===== src/rtl/vid_timing_pkg.sv =====
// vid_timing_pkg: default 640x480@60 raster constants and the stream-lock state encoding.
package vid_timing_pkg;
  localparam int DEF_H_ACTIVE = 640;
  localparam int DEF_H_FP = 16;
  localparam int DEF_H_SYNC = 96;
  localparam int DEF_H_BP = 48;
  localparam int DEF_V_ACTIVE = 480;
  localparam int DEF_V_FP = 10;
  localparam int DEF_V_SYNC = 2;
  localparam int DEF_V_BP = 33;
  localparam int H_TOTAL = DEF_H_ACTIVE + DEF_H_FP + DEF_H_SYNC + DEF_H_BP;
  localparam int V_TOTAL = DEF_V_ACTIVE + DEF_V_FP + DEF_V_SYNC + DEF_V_BP;
  typedef enum logic [1:0] {IDLE, SEEK_SOF, LOCKED} state_t;
endpackage


===== src/rtl/vid_timing_counter.sv =====
// vid_timing_counter: cx/cy raster counters with active, sync-interval and frame-origin decode.
module vid_timing_counter import vid_timing_pkg::*; #(
  parameter int H_ACTIVE = DEF_H_ACTIVE,
  parameter int H_FP = DEF_H_FP,
  parameter int H_SYNC = DEF_H_SYNC,
  parameter int H_BP = DEF_H_BP,
  parameter int V_ACTIVE = DEF_V_ACTIVE,
  parameter int V_FP = DEF_V_FP,
  parameter int V_SYNC = DEF_V_SYNC,
  parameter int V_BP = DEF_V_BP
) (
  input  logic        pixclk,
  input  logic        rst_n,
  input  logic        enable,
  output logic [11:0] cx,
  output logic [11:0] cy,
  output logic        active,
  output logic        hs,
  output logic        vs,
  output logic        origin
);
  localparam logic [11:0] HA = 12'(H_ACTIVE);
  localparam logic [11:0] HS0 = 12'(H_ACTIVE + H_FP);
  localparam logic [11:0] HS1 = 12'(H_ACTIVE + H_FP + H_SYNC);
  localparam logic [11:0] HL = 12'(H_ACTIVE + H_FP + H_SYNC + H_BP - 1);
  localparam logic [11:0] VA = 12'(V_ACTIVE);
  localparam logic [11:0] VS0 = 12'(V_ACTIVE + V_FP);
  localparam logic [11:0] VS1 = 12'(V_ACTIVE + V_FP + V_SYNC);
  localparam logic [11:0] VL = 12'(V_ACTIVE + V_FP + V_SYNC + V_BP - 1);
  always_ff @(posedge pixclk or negedge rst_n) begin
    if (!rst_n) begin
      cx <= '0;
      cy <= '0;
    end else if (!enable) begin
      cx <= '0;
      cy <= '0;
    end else begin
      cx <= (cx == HL) ? '0 : cx + 12'd1;
      if (cx == HL) cy <= (cy == VL) ? '0 : cy + 12'd1;
    end
  end
  assign active = (cx < HA) && (cy < VA);
  assign hs = (cx >= HS0) && (cx < HS1);
  assign vs = (cy >= VS0) && (cy < VS1);
  assign origin = (cx == '0) && (cy == '0);
endmodule


===== src/rtl/vid_stream_timing.sv =====
// vid_stream_timing: raster timing generator that locks a valid/ready pixel stream to the frame
// origin and drives registered RGB/sync/de into the TMDS encoders.
module vid_stream_timing import vid_timing_pkg::*; #(
  parameter int H_ACTIVE = DEF_H_ACTIVE,
  parameter int H_FP = DEF_H_FP,
  parameter int H_SYNC = DEF_H_SYNC,
  parameter int H_BP = DEF_H_BP,
  parameter int V_ACTIVE = DEF_V_ACTIVE,
  parameter int V_FP = DEF_V_FP,
  parameter int V_SYNC = DEF_V_SYNC,
  parameter int V_BP = DEF_V_BP,
  parameter bit SYNC_ACTIVE_HIGH = 1'b1,
  parameter logic [23:0] FILL_RGB = 24'h000000
) (
  input  logic        pixclk,
  input  logic        rst_n,
  input  logic        enable,
  input  logic        clear_err,
  input  logic        s_valid,
  output logic        s_ready,
  input  logic [23:0] s_data,
  input  logic        s_sof,
  output logic [7:0]  red,
  output logic [7:0]  green,
  output logic [7:0]  blue,
  output logic        hsync,
  output logic        vsync,
  output logic        de,
  output logic        frame_start,
  output logic        locked,
  output logic        underflow_err,
  output logic        sof_err
);
  logic [11:0] cx, cy;
  logic active, hs, vs, origin, set_uf, set_sof;
  logic [23:0] pix;
  state_t state, nxt;
  vid_timing_counter #(
    .H_ACTIVE(H_ACTIVE), .H_FP(H_FP), .H_SYNC(H_SYNC), .H_BP(H_BP),
    .V_ACTIVE(V_ACTIVE), .V_FP(V_FP), .V_SYNC(V_SYNC), .V_BP(V_BP)
  ) u_cnt (
    .pixclk(pixclk), .rst_n(rst_n), .enable(enable), .cx(cx), .cy(cy),
    .active(active), .hs(hs), .vs(vs), .origin(origin)
  );
  always_comb begin
    nxt = state;
    s_ready = 1'b0;
    pix = FILL_RGB;
    set_uf = 1'b0;
    set_sof = 1'b0;
    if (!enable) nxt = IDLE;
    else case (state)
      IDLE: nxt = SEEK_SOF;
      SEEK_SOF: begin
        // stray beats are flushed; a SOF beat waits for the frame origin
        s_ready = s_valid & (~s_sof | origin);
        if (s_valid && s_sof && origin) begin
          pix = s_data;
          nxt = LOCKED;
        end
      end
      LOCKED: begin
        s_ready = active & ~(s_valid & s_sof & ~origin);
        if (active) begin
          if (!s_valid) begin
            set_uf = 1'b1;
            nxt = SEEK_SOF;
          end else if (s_sof != origin) begin
            set_sof = 1'b1;
            nxt = SEEK_SOF;
          end else pix = s_data;
        end
      end
      default: nxt = IDLE;
    endcase
  end
  always_ff @(posedge pixclk or negedge rst_n) begin
    if (!rst_n) begin
      state <= IDLE;
      {red, green, blue} <= '0;
      de <= 1'b0;
      hsync <= ~SYNC_ACTIVE_HIGH;
      vsync <= ~SYNC_ACTIVE_HIGH;
      frame_start <= 1'b0;
      underflow_err <= 1'b0;
      sof_err <= 1'b0;
    end else begin
      state <= nxt;
      {red, green, blue} <= (enable && active) ? pix : '0;
      de <= enable & active;
      hsync <= (enable && hs) ? SYNC_ACTIVE_HIGH : ~SYNC_ACTIVE_HIGH;
      vsync <= (enable && vs) ? SYNC_ACTIVE_HIGH : ~SYNC_ACTIVE_HIGH;
      frame_start <= enable & origin;
      underflow_err <= set_uf | (underflow_err & ~clear_err);
      sof_err <= set_sof | (sof_err & ~clear_err);
    end
  end
  assign locked = (state == LOCKED);
endmodule

===== config.mk =====
export PLATFORM = sky130hd
export DESIGN_NAME = vid_stream_timing
export DESIGN_NICKNAME = d
export VERILOG_FILES = /design/src/rtl/vid_timing_pkg.sv /design/src/rtl/vid_timing_counter.sv /design/src/rtl/vid_stream_timing.sv
export SDC_FILE = /design/constraint.sdc
export NUM_CORES = 1
export LEC_CHECK = 0
export BUFFER_PORTS_ARGS = -buffer_cell sky130_fd_sc_hd__buf_2
export CAP_MARGIN = 20
export CORE_UTILIZATION = 57
export CTS_CLUSTER_SIZE = 8
export DETAILED_ROUTE_END_ITERATION = 10
export PLACE_DENSITY = 0.93
export SLEW_MARGIN = 25
export SYNTH_ARGS = -nofsm -noshare
export SYNTH_HDL_FRONTEND = slang
export SYNTH_SLANG_ARGS = --single-unit

===== constraint.sdc =====
create_clock -name pixclk -period 6.35 [get_ports pixclk]
set_clock_uncertainty 0.2 [all_clocks]
set_input_delay 1.27 -clock pixclk [delete_from_list [all_inputs] [get_ports pixclk]]
set_output_delay 1.27 -clock pixclk [all_outputs]
set_load 0.01 [all_outputs]

# Word level (Yosys, flattened, before mapping)
# Index checks and enable logic that the tools add are counted.
[totals] ff_bits=56 in_bits=30 out_inout_bits=32 wordCells=88
[op_classes] n_addsub=2 magnitude_cmp=6 n_eq_ne=9 muxes=31 bitwise_logic=15 n_reduce_logical=13
[ops] op="$mux 24" n=6
[ops] op="$mux 12" n=5
[ops] op="$pmux 24 s2" n=1
[ops] op="$add 12x1->12 const B" n=2
[ops] op="$eq 12x10->1 const B" n=2
[ops] op="$logic_not 12->1" n=2
[ops] op="$lt 12x10->1 const B" n=2
[ops] op="$lt 12x9->1 const B" n=2
[ops] op="$ge 12x10->1 const B" n=1
[ops] op="$ge 12x9->1 const B" n=1
[ops] op="$mux 1" n=12
[ops] op="$mux 2" n=5
[ops] op="$logic_and 1x1->1" n=9
[ops] op="$and 1x1->1" n=8
[ops] op="$pmux 2 s3" n=1
[ops] op="$ne 4x3->1 const B" n=1
[ops] op="$not 1->1" n=4
[ops] op="$ne 3x2->1 const B" n=1
[ops] op="$ne 3x3->1 const B" n=1
[ops] op="$or 1x1->1" n=3
[ops] op="$reduce_and 3->1" n=1
[ops] op="$eq 2x1->1 const B" n=1
[ops] op="$eq 2x2->1 const B" n=1
[ops] op="$logic_not 2->1" n=1
[ops] op="other kinds (3)" n=3

# Logic depth before layout (Yosys ltp)
# Gate-level depths: netlist of run 1.
[depth] word_depth=9 mapped_depth=12 mapped_depth_nobuf=11

# Cells and area by module
# Synthesis of run 1 repeated with hierarchy kept, for this count alone.
[unflattened] hier_cells=257 hier_area_um2=2740.1
[by_module_without_submodules] module="vid_timing_counter" n_inst=1 cells_per_inst=161 area_per_inst_um2=1492.7 seq_area_each_um2=600.6
[by_module_without_submodules] module="vid_stream_timing" n_inst=1 cells_per_inst=96 area_per_inst_um2=1247.4 seq_area_each_um2=800.8

# Worst setup path after synthesis of run 1
# No wires, ideal clock.
[synth_timing] kind="input -> output" start="input enable" end="output s_ready" arrival_ps=2132 t_required_ps=4880 setup_slack_ps=2748 stages=4 path_buffers=2 cell_sequence="clkbuf_1 and2_1 clkbuf_1 o21a_1"
[synth_between] elab_chain_len=1
[synth_rtl] element="start: declaration" line_no="vid_stream_timing.sv:17" rtl="input logic enable,"
[synth_rtl] element="$mux 1" line_no="vid_stream_timing.sv:51" rtl="if (!enable) nxt = IDLE;"
[synth_rtl] element="end: declaration" line_no="vid_stream_timing.sv:20" rtl="output logic s_ready,"
# Every way passes these cells.

# Final worst setup path of run 1
[layout_timing] start="register u_cnt.cx[6]" end="output s_ready"
[layout_between] elab_chain_len=8
[layout_rtl] element="start: declaration" line_no="vid_timing_counter.sv:15" rtl="output logic [11:0] cx,"
[layout_rtl] element="start signal: assignment" line_no="vid_timing_counter.sv:38" rtl="cx <= (cx == HL) ? '0 : cx + 12'd1;"
[layout_rtl] element="branches (longest 6 deep; another with $lt 12x10->1)"
[layout_rtl] element="$pmux 1 s2 *" line_no="vid_stream_timing.sv:52" rtl="else case (state)"
[layout_rtl] element="$mux 1 *" line_no="vid_stream_timing.sv:51"
# Mark *: on every way between the ends.

==> flow_summary.toml, run 1 <==
[critical_path]
end_kind = "output port"
r2r_end = "state[0]"
arrival_ns = 2.65
startpoint_type = "flop"
ff2ff_setup_slack_ns = 2.89
cp_slowest_cell = "or4_4"
cp.required_ns = 4.88
crit_end = "s_ready"
r2r-start = "u_cnt.cx[6]"
crit_chain = "or4_4 > or2_1 > or3_1 > ha_1 > nor2_1 > o21a_1 > buf_2"
cp_max_fo = 7
r2r_cells = 9
worstSetupPathType = "reg -> out"
slowest_delay_ns = 0.56
critPathLaunch = "u_cnt.cx[6]"

[clock_network]
root_buffer = "clkbuf_8"
post_cts_buffers = 0
cts_buffer_depth = 2
cts_tree = "built"
post_cts_resized = 0
cts_max_level = 2
hold_buffers = 0
path_clk_slew_ns = 0.10
cts_buffers = 5
clock_latency_ns = 0.32
clock_sinks = 56

[synth]
synth_nets = 297
synth-seq-area-share_pct = 52.66
yosysTopAreaCell = "dfrtp_1"
synth_area_um2 = 2661
synth-main-ff-cell = "dfrtp_1"
avgSynthCellArea_um2 = 10.32
ys_seq_elements = 56
synth_edf_count = 0
yosysWarnings = 0
synth_top_area_share_pct = 52.66
syn-instance-count = 258
synthTopCellsByArea = "dfrtp_1 53%, and4_1 8.6%, ha_1 4.2%"
async_flop_share_pct = 100.0
synth_cell_types = 46

[detailed_routing]
wl_met1_um = 2460
ant_nets = 0
drc = 0
finalWirelength_um = 5647
drtPass1Iterations = 4
via_count = 2150
wl_met3_um = 216
initialDrtViolationCount = 125
wl_met2_um = 2861
wire_per_inst_um = 15.35
post_drt_via_cell_ratio = 5.842
highest_layer = "met4"

[global_route]
track_usage_pct = 24.72
grt_pass1_vias = 2112
antenna_found_initial = 0
grt_max_degree = 57
grt-ovfl-total = 0
grt_pass1_wl_um = 9666

[pwr]
peakVddDrop_mv = 0.1625
pwr_density_cell_nw_per_um2 = 235.0
leakagePower_nw = 1.532

[final_layout]
syn_to_final_growth_pct = 16.22
layout-drive-gt1-share_pct = 24.05
antenna_cells = 0
fillerInstances = 313
nNetsFinal = 354
stdcell_area_um2 = 3093

[sta]
max_freq_ghz = 0.2429
finalSetupTns_ns = 0
worst_pin_slew_ns = 0.7558
drv_slew = 0
period_needed_ns = 4.117
rsz0062_at_grt = "false"
final-hold-violation-count = 0
max_slew_margin_pct = 49.20
fin_crit_sh_pct = 64.84
finalSetupViolations = 0

[placed_design]
routabilityCongestion = 0.8492
dp_hpwl_um = 4102
io_buffer_count = 61
place_area_um2 = 2997

[floorplan]
die_x_um = 70.33
rows = 24
start_util_pct = 60.29
num_io_pins = 62
coreArea_um2 = 4414
die_h_um = 70.33
die-area_um2 = 4946

[status]
status = "completed"

[worst_hold_path]
hold_path_class = "reg -> reg"

[job]
maxCapViolCount = 0
-- critical path, delay by kind of cell (launching register included) --
family | cells | cell delay, ns
buf+inv | 1 | 0.12
simple gates | 4 | 1.42
compound gates | 1 | 0.10
flops | 1 | 0.44
fa+ha+maj | 1 | 0.23
-- layout make-up --
class                      count  area (um^2)  share of cell area (%)
tap                           52        65.06                   2.104
timing repair buffer          63        320.3                   10.36
sequential                    56         1401                   45.31
clock inverter                 3        27.53                  0.8900
inverter                      12        45.04                   1.456
clock buffer                   5        68.82                   2.225
multi-input combinational    177         1165                   37.66
-- cells in the mapped netlist, types with 2 or more instances --
cell,n
nor4_1,4
and2_1,4
buf_4,2
o22ai_1,2
o21ai_0,9
a21oi_1,4
o211ai_1,2
and3_1,4
o21ai_1,5
dfrtp_1,56
nor3_1,8
nand4_1,4
nand2_1,29
nand3_1,13
and4_1,26
xnor2_1,5
a31oi_1,2
nor4bb_1,2
inv_1,12
ha_1,9
xor2_1,5
clkbuf_1,10
nor2_1,16
or3_1,3
-- flip-flops by register name, summed over array words and instances (netlist names) --
register	count
vsync	1
sof_err	1
de	1
frame_start	1
underflow_err	1
u_cnt.cy	12
state	2
red	8
blue	8
green	8
u_cnt.cx	12
hsync	1
-- layer usage --
layer,vias up,GRT usage (%)
met4,0,11.33
met2,63,41.06
met5,-,0
li1,1042,-
met1,1034,32.72
met3,11,2.453
-- worst min path at each step --
stage | from | end | slack [ns] | depth (start not counted)
2_1_floorplan | u_cnt.cx[0] | u_cnt.cx[0] | 0.27 | 1
6_report | u_cnt.cx[0] | u_cnt.cx[0] | 0.33 | 1
3_3_place_gp | u_cnt.cx[0] | u_cnt.cx[0] | 0.29 | 1
3_5_place_dp | u_cnt.cx[0] | u_cnt.cx[0] | 0.32 | 1
5_1_grt | u_cnt.cx[0] | u_cnt.cx[0] | 0.35 | 1
4_1_cts | u_cnt.cx[0] | u_cnt.cx[0] | 0.33 | 1
-- cell usage in the layout, fill, tap and decap left out, types with 5 or more instances in the layout --
cell type,n
buf_2,61
xor2_1,5
o21ai_1,5
nor2_1,16
clkbuf_8,5
and4_1,26
xnor2_1,5
dfrtp_1,56
nand2_1,29
inv_1,12
nand3_1,13
o21ai_0,9
ha_1,9
nor3_1,8
-- per-stage QoR --
step / setup slack, ns / power [mW] / std cells / util (%) / hold slack (ns)
global route: 2.106 / 0.7655 / 368 / 70.07 / 0.3499
finish: 2.233 / 0.7270 / 368 / 70.07 / 0.3344
CTS: 2.245 / 0.7317 / 368 / 70.07 / 0.3337
detailed placement: 2.516 / 0.5288 / 360 / 67.89 / 0.3203
floorplan: 2.748 / 0.4828 / 258 / - / 0.2684
global placement: 2.561 / 0.5188 / 360 / 67.89 / 0.2885
-- cell families after synthesis --
group / after synthesis / share of synthesized area, %
xor+xnor: 10 / 3.291
mux: 1 / 0.3761
buf+inv: 25 / 3.855
flops: 56 / 52.66
compound gates: 37 / 9.262
fa+ha+maj: 9 / 4.231
simple gates: 120 / 26.33
-- power by group --
| part | internal [mW] | switching (mW) |
|---|---|---|
| Combinational | 0.0494 | 0.0885 |
| Clock | 0.0811 | 0.122 |
| Sequential | 0.371 | 0.0150 |
No activity file was read; power rests on OpenSTA's default activity.
==> run 2, diff against run 1 <==
--- a/config.mk
+++ b/config.mk
@@ -7,10 +7,10 @@
 export LEC_CHECK = 0
 export BUFFER_PORTS_ARGS = -buffer_cell sky130_fd_sc_hd__buf_2
 export CAP_MARGIN = 20
-export CORE_UTILIZATION = 57
+export CORE_UTILIZATION = 53
 export CTS_CLUSTER_SIZE = 8
 export DETAILED_ROUTE_END_ITERATION = 10
-export PLACE_DENSITY = 0.93
+export PLACE_DENSITY = 0.88
 export SLEW_MARGIN = 25
 export SYNTH_ARGS = -nofsm -noshare
 export SYNTH_HDL_FRONTEND = slang
==> constraint.sdc (replaced) <==
create_clock -name pixclk -period 4.04 [get_ports pixclk]
set_clock_uncertainty 0.2 [all_clocks]
set_input_delay 0.808 -clock pixclk [delete_from_list [all_inputs] [get_ports pixclk]]
set_output_delay 0.808 -clock pixclk [all_outputs]
set_load 0.01 [all_outputs]
==> run 2 against run 1 <==
Compared with the run above:
- clock-buffer cell count increased by 1
- non-clock buffer count is 1 higher
- total power up 56%
- highest routed layer unchanged
- sequential power grew 56%
- register-to-register slack got worse by 2.2 ns
- largest power group unchanged
- wire length fell by 3.8%
- cell area grew 0.85%
- core utilization down 4.9 points
==> flow_summary.toml, run 2 (same netlist as run 1, synthesis figures left out) <==
[placed_design]
place_area_um2 = 3023
post-place-ws_ns = 0.7389
dp_cells = 376
routabilityCongestion = 0.9412
dp_hpwl_um = 3909
io_buffer_count = 61

[global_route]
grt_pass1_vias = 1967
grt_pass1_wl_um = 8852
grt_max_degree = 39
grt-ovfl-total = 0
antenna_found_initial = 0
track_usage_pct = 21.64

[job]
maxCapViolCount = 0

[clock_network]
cts_buffers = 5
post_cts_resized = 0
path_clk_slew_ns = 0.09
hold_buffers = 0
cts_buffer_depth = 2
cts_tree = "built"
clock_sinks = 56
clock_latency_ns = 0.31
root_buffer = "clkbuf_8"
post_cts_buffers = 0
cts_max_level = 2

[critical_path]
critPathLaunch = "u_cnt.cx[6]"
r2r_cells = 9
cp_max_fo = 7
end_kind = "output port"
ff2ff_setup_slack_ns = 0.70
cp.depth = 7
crit_chain = "or4_4 > or2_1 > or3_1 > ha_1 > nor2_1 > o21a_1 > buf_2"
cp.required_ns = 3.03
r2r-start = "u_cnt.cx[6]"
startpoint_type = "flop"
crit_end = "s_ready"
cp.buffers_inverters = 1
cp_slowest_cell = "or4_4"
arrival_ns = 2.62
path_delay_family = "simple AND/OR/NAND/NOR gates"
worstSetupPathType = "reg -> out"
r2r_end = "state[0]"
slowest_delay_ns = 0.56

[status]
status = "completed"

[sta]
rsz0062_at_grt = "false"
drv_slew = 0
max_slew_margin_pct = 45.20
period_needed_ns = 3.630
finalSetupViolations = 0
fin_crit_sh_pct = 89.86
finalSetupTns_ns = 0
final-hold-violation-count = 0
timing.hold.ws_ns = 0.3056
max_freq_ghz = 0.2755
worst_pin_slew_ns = 0.8220
setup_ws_ns = 0.4098

[floorplan]
coreArea_um2 = 4786
die-area_um2 = 5309
num_io_pins = 62
rows = 25
start_util_pct = 55.61
die_h_um = 72.86
die_x_um = 72.86

[worst_hold_path]
whs_path_depth = 1
hold_path_class = "reg -> reg"

[final_layout]
top_regs = "u_cnt.cx (12), u_cnt.cy (12)"
nNetsFinal = 355
layout-drive-gt1-share_pct = 24.29
final_common_cell = "buf_2"
antenna_cells = 0
stdcell_area_um2 = 3119
fillerInstances = 386
final_cell_mix = "61 x buf_2, 56 x dfrtp_1, 29 x nand2_1"
syn_to_final_growth_pct = 17.21
finalNonFillerCells = 384

[detailed_routing]
wire_per_inst_um = 14.14
via_count = 2137
finalWirelength_um = 5431
drc = 0
post_drt_via_cell_ratio = 5.565
ant_nets = 0
drtPass1Iterations = 4
initialDrtViolationCount = 157

[pwr]
leakagePower_nw = 1.542
pwr_density_cell_nw_per_um2 = 363.6
peakVddDrop_mv = 0.2627
==> run 2: changes by cell type in the layout (fill, tap and decap cells not counted), sizes merged <==
| cell | previous run | this run |
|---|---|---|
| buf | 63 | 64 |
| clkbuf | 5 | 6 |
| clkinvlp | 1 | 0 |
==> run 2: metrics by stage <==
| stage | total power, mW | util (%) |
|---|---|---|
| 4_1_cts | 1.141 | 65.18 |
| 6_report | 1.134 | 65.18 |
| 2_1_floorplan | 0.7588 | - |
| 3_3_place_gp | 0.8193 | 63.16 |
| 3_5_place_dp | 0.8275 | 63.16 |
| 5_1_grt | 1.194 | 65.18 |
==> run 2: worst min path at each step <==
stage | start | endpoint
3_5_place_dp | u_cnt.cx[0] | u_cnt.cx[0]
5_1_grt | u_cnt.cx[0] | u_cnt.cx[0]
3_3_place_gp | u_cnt.cx[0] | u_cnt.cx[0]
2_1_floorplan | u_cnt.cx[0] | u_cnt.cx[0]
4_1_cts | u_cnt.cx[0] | u_cnt.cx[0]
6_report | u_cnt.cx[0] | u_cnt.cx[0]
==> run 2: worst register-to-register path: cells and delay by family (launching register included) <==
kind | cells | cell delay [ns]
flip-flops | 1 | 0.42
AND/OR/NAND/NOR | 4 | 1.45
AO/OA/AOI/OAI | 4 | 0.83
adder cells (fa/ha/maj) | 1 | 0.34
==> run 2: where the power goes <==
part | internal [mW] | switching (mW)
clock network | 0.140 | 0.175
registers | 0.583 | 0.0208
logic | 0.0780 | 0.137
==> run 2: final cells by class <==
class / count / area, um^2 / area share, %
Clock buffer: 6 / 82.58 / 2.647
Timing Repair Buffer: 64 / 327.8 / 10.51
Tap cell: 67 / 83.83 / 2.688
Sequential cell: 56 / 1401 / 44.93
Multi-Input combinational cell: 177 / 1165 / 37.34
Inverter: 12 / 45.04 / 1.444
Clock inverter: 2 / 13.76 / 0.4412
==> run 2: per-layer routing <==
layer  global-route usage (%)  vias up  part of all wire [%]  routed length (um)
li1                         -     1053                     -                   -
met1                    28.48     1029                    45                2441
met2                    36.86       50                    50                2733
met3                    4.144        5                   3.6                 198
met4                    5.664        0                   1.1                  58
met5                        0        -                     0                   0
